### src/rtl/gf_bch_enc_engine.sv
// gf_bch_enc_engine: systematic multibit BCH encoder, echoes message words then appends parity words
module gf_bch_enc_engine #(
    parameter int                pDAT_W    = 4,
    parameter int                pK        = 4,
    parameter int                pPAR_W    = 8,
    parameter logic [pPAR_W:0]   pGEN_POLY = 9'h1D1
) (
    input  logic              iclk,
    input  logic              ireset,
    input  logic              iclkena,
    input  logic              isop,
    input  logic              ival,
    input  logic              ieop,
    input  logic [pDAT_W-1:0] idat,
    output logic              ordy,
    output logic              osop,
    output logic              oval,
    output logic              oeop,
    output logic [pDAT_W-1:0] odat
);
    localparam int NW = pK / pDAT_W;
    localparam int NP = pPAR_W / pDAT_W;
    localparam int CW = $clog2((NW > NP ? NW : NP) + 1);

    typedef enum logic {DATA, FLUSH} state_t;

    state_t              state_q, state_d;
    logic [pPAR_W-1:0]   lfsr_q, lfsr_d, r;
    logic [CW-1:0]       cnt_q, cnt_d, cnt_n;
    logic                open_q, open_d;
    logic                ordy_q, ordy_d, osop_q, osop_d, oval_q, oval_d, oeop_q, oeop_d;
    logic [pDAT_W-1:0]   odat_q, odat_d;

    assign ordy = ordy_q;
    assign osop = osop_q;
    assign oval = oval_q;
    assign oeop = oeop_q;
    assign odat = odat_q;

    // next state: absorb and echo message words in DATA, shift parity out highest degree first in FLUSH
    always_comb begin
        state_d = state_q;
        lfsr_d  = lfsr_q;
        cnt_d   = cnt_q;
        open_d  = open_q;
        ordy_d  = ordy_q;
        osop_d  = 1'b0;
        oval_d  = 1'b0;
        oeop_d  = 1'b0;
        odat_d  = odat_q;
        r       = '0;
        cnt_n   = '0;
        if (state_q == DATA) begin
            r = isop ? '0 : lfsr_q;
            for (int i = 0; i < pDAT_W; i++)
                r = (r << 1) ^ ((idat[i] ^ r[pPAR_W-1]) ? pGEN_POLY[pPAR_W-1:0] : '0);
            cnt_n = (isop ? '0 : cnt_q) + 1'b1;
            if (ival && ordy_q && (isop || open_q)) begin
                lfsr_d = r;
                oval_d = 1'b1;
                osop_d = isop;
                odat_d = idat;
                if (ieop || cnt_n == CW'(NW)) begin
                    state_d = FLUSH;
                    cnt_d   = '0;
                    ordy_d  = 1'b0;
                    open_d  = 1'b0;
                end else begin
                    cnt_d  = cnt_n;
                    open_d = 1'b1;
                end
            end
        end else begin
            for (int i = 0; i < pDAT_W; i++)
                odat_d[i] = lfsr_q[pPAR_W-1-i];
            lfsr_d = lfsr_q << pDAT_W;
            oval_d = 1'b1;
            oeop_d = (cnt_q == CW'(NP - 1));
            cnt_d  = cnt_q + 1'b1;
            if (oeop_d) begin
                state_d = DATA;
                cnt_d   = '0;
                ordy_d  = 1'b1;
                lfsr_d  = '0;
            end
        end
    end

    // state and registered outputs, frozen while the clock enable is low
    always_ff @(posedge iclk) begin
        if (ireset) begin
            state_q <= DATA;
            lfsr_q  <= '0;
            cnt_q   <= '0;
            open_q  <= 1'b0;
            ordy_q  <= 1'b1;
            osop_q  <= 1'b0;
            oval_q  <= 1'b0;
            oeop_q  <= 1'b0;
            odat_q  <= '0;
        end else if (iclkena) begin
            state_q <= state_d;
            lfsr_q  <= lfsr_d;
            cnt_q   <= cnt_d;
            open_q  <= open_d;
            ordy_q  <= ordy_d;
            osop_q  <= osop_d;
            oval_q  <= oval_d;
            oeop_q  <= oeop_d;
            odat_q  <= odat_d;
        end
    end
endmodule
### config.mk
export PLATFORM = sky130hd
export DESIGN_NAME = gf_bch_enc_engine
export DESIGN_NICKNAME = d
export VERILOG_FILES = /design/src/rtl/gf_bch_enc_engine.sv
export SDC_FILE = /design/constraint.sdc
export NUM_CORES = 1
export LEC_CHECK = 0
export ABC_AREA = 1
export BUFFER_PORTS_ARGS = -buffer_cell sky130_fd_sc_hd__buf_2
export CORE_ASPECT_RATIO = 0.5
export CORE_MARGIN = 10
export CORE_UTILIZATION = 45
export CTS_BUF_LIST = sky130_fd_sc_hd__clkbuf_8 sky130_fd_sc_hd__clkbuf_16
export DETAILED_ROUTE_END_ITERATION = 8
export PLACE_DENSITY = 0.71
export SLEW_MARGIN = 30
export SYNTH_ARGS = -nofsm -noshare
export SYNTH_HDL_FRONTEND = slang
export SYNTH_SLANG_ARGS = --single-unit
### constraint.sdc
create_clock -name iclk -period 3.1 [get_ports iclk]
set_input_delay 0.775 -clock iclk [delete_from_list [all_inputs] [get_ports iclk]]
set_output_delay 0.775 -clock iclk [all_outputs]
set_load 0.01 [all_outputs]
==> metrics <==
status completed; Layout area overhead 10.8%; RSZ-0062 raised after global routing false; Post-synth EDFFs 0; Tightest Hold Check Type flop to flop; final wirelength roughly 3000 microns; critical-path maximum fanout 13; headroom to the max-slew limit 0.756; Die Ht around 57 microns; Clock transition at path regs roughly 0.07 ns; combinational power share 0.260; switching share of power 0.324; initial DRC count 55; synthesized instance count 182; Final setup viols 0; register area share after synthesis 0.324; ratio of cells with drive above 1 in the final layout 0.235; Placeable Area 2600 sq um; drt drc 0; Pre-Repair DR Iteration Count 4; worst vdd ir around 170 uV; clk_lat worst skew about 0.25 ns; Cell Int Power just over 400 uW; NetSw just under 200 uW; pre-CTS setup slack slightly above 0.8 ns; Seq pwr share 0.467; met3 Usage GRT 0.0287; CP required 3.30 ns; via/cell ratio approximately 5; Rows 13; worst clock skew between 0.0006 and 0.0007 ns; antenna-violating nets left 0; die width 94.2 microns; asr flop ratio synth 0; GPL Wtd Cong a little under 0.9; global-route wire length before repair around 5000 microns; CTS tree yes; setup_tns 0 ns; Avg Inst Size Synth between 6 and 7 sq um; Power Dens Cells between 400 and 500 nW/um^2; distinct cell type count after synthesis 21; Netlist Area Pre-Place between 1000 and 1500 sq um; clock network fraction of design power 0.273; die footprint around 5400 sq um; vias 1196; met1 capacity usage during global routing 0.141; CP Class input port to flop; clock root buffer clkbuf_8; GR Util met2 0.187; hpwl dp approximately 2300 microns; CP Capture Type flop; Tcrit/Tclk final 0.651; Nets about 210; Antenna Cells 0; worst-margin pin slew roughly 0.37 ns; IO Pins 18; CTS Buf Count 3; Arr. time, crit path around 2.2 ns; Total GRT Usage 0.113; CTS Sinks 20; number of max-cap violations 0; Yosys top cell by area dfxtp_1; port bufs 17; Final WS setup ~1.1 ns; clk buf depth 2; min cycle time layout ~2.0 ns; Leak between 0.6 and 0.7 nW; maximum clock rate 0.495 GHz; htree depth 1; count leader, synth nand2_1; ys flop type dfxtp_1; CTS resizes 0; Post-synth top cells nand2_1 (43), nand3_1 (24), dfxtp_1 (20), inv_1 (20), a21oi_1 (15); Routed wire per std cell 12.7 microns; Starting Density 0.475; Slew Limit Fails 0; YS warnings 0; grt peak-use layer met2; Yosys reg bits 20; vias in the first global route 1121; CP Launch Type input port; final hold violations 0; post-synth top area share 0.324; Synth area leaders dfxtp_1 (32%), nand2_1 (13%), nand3_1 (9.7%), a21oi_1 (6.1%), inv_1 (6.1%); Fill cells 275; hold_buf cts 0; GRT overflow 0; largest net degree at the start of global routing 15; Synthesized Nets about 190; initial antenna violation count 0; Post-CTS Setup Bufs 0
[metal layers]
layer / part of all wire / wire length, microns
met2: 0.45 / 1330
met3: 0.084 / 249
met5: 0 / 0
met1: 0.46 / 1350
met4: 0.010 / 31
[path summary, 6_finish.rpt]
check,cells past startpoint,from,end,slack (ns)
worst max-delay path,14,isop,lfsr_q[7]$_SDFFE_PP0P_,1.08
worst min-delay path,2,osop$_SDFFE_PP0P_,osop$_SDFFE_PP0P_,0.46
worst max register to register,12,lfsr_q[6]$_SDFFE_PP0P_,lfsr_q[7]$_SDFFE_PP0P_,1.56
worst min register to register,2,osop$_SDFFE_PP0P_,osop$_SDFFE_PP0P_,0.46
[power groups by stage]
stage / registers, mW / logic (mW) / clock network (mW)
5_1_grt: 0.289 / 0.180 / 0.190
2_1_floorplan: 0.292 / 0.122 / 0
3_5_place_dp: 0.293 / 0.159 / 0
6_report: 0.287 / 0.159 / 0.168
4_1_cts: 0.287 / 0.160 / 0.175
3_3_place_gp: 0.292 / 0.157 / 0
[through the flow]
stage	util	cell area [sq um]	power [mW]	hold WS, ns	cells
3_5_place_dp	0.511	1330	0.452	0.452	230
5_1_grt	0.527	1370	0.659	0.485	233
3_3_place_gp	0.511	1330	0.450	0.450	230
4_1_cts	0.527	1370	0.622	0.463	233
2_1_floorplan	-	1240	0.414	0.453	182
6_report	0.527	1370	0.614	0.459	233
[worst max-delay path, cell delays in order]
cell and delay [ns]:
buf_2 0.13, inv_2 0.19, nand2_1 0.08, nand2_1 0.08, nand2_2 0.08, inv_1 0.16
nand2_4 0.10, nand2_4 0.09, nand2_4 0.06, nand2_2 0.08, nand2_2 0.07, nand3_1 0.09
nand3_1 0.11, a21oi_2 0.13
[flip-flops by register name, summed over array words and instances (netlist names)]
| register | cells |
|---|---|
| odat | 4 |
| state_q | 1 |
| oval | 1 |
| osop | 1 |
| oeop | 1 |
| cnt_q | 2 |
| lfsr_q | 8 |
| ordy | 1 |
| open_q | 1 |
[area by class of cell]
type / count / area [sq um] / area share
clock buffer: 3 / 41.3 / 0.0301
inverter: 23 / 86.3 / 0.0630
multi-input combinational: 132 / 704 / 0.514
sequential: 20 / 400 / 0.292
tap: 37 / 46.3 / 0.0338
timing repair buffer: 18 / 92.6 / 0.0675
[placed cells by master (no fill, tap or decap), types with 3 or more instances in the layout]
master / netlist / routed
nand2_1: 43 / 43
nand3_1: 24 / 24
inv_1: 20 / 20
dfxtp_1: 20 / 20
buf_2: 2 / 17
a21oi_1: 15 / 15
o21ai_0: 14 / 14
nand2_2: 9 / 9
nor2_1: 7 / 7
nand2_4: 5 / 5
nand3_2: 4 / 4
a31oi_1: 4 / 4
inv_2: 3 / 3
a21oi_2: 3 / 3
clkbuf_8: 1 / 3
[cell families after synthesis]
kind of cell	after synthesis	share of synthesized area
buffers and inverters	30	0.107
flip-flops	20	0.324
adder cells (fa/ha/maj)	1	0.0101
AND/OR/NAND/NOR	93	0.386
AO/OA/AOI/OAI	38	0.173
(Power assumes the default switching activity.)
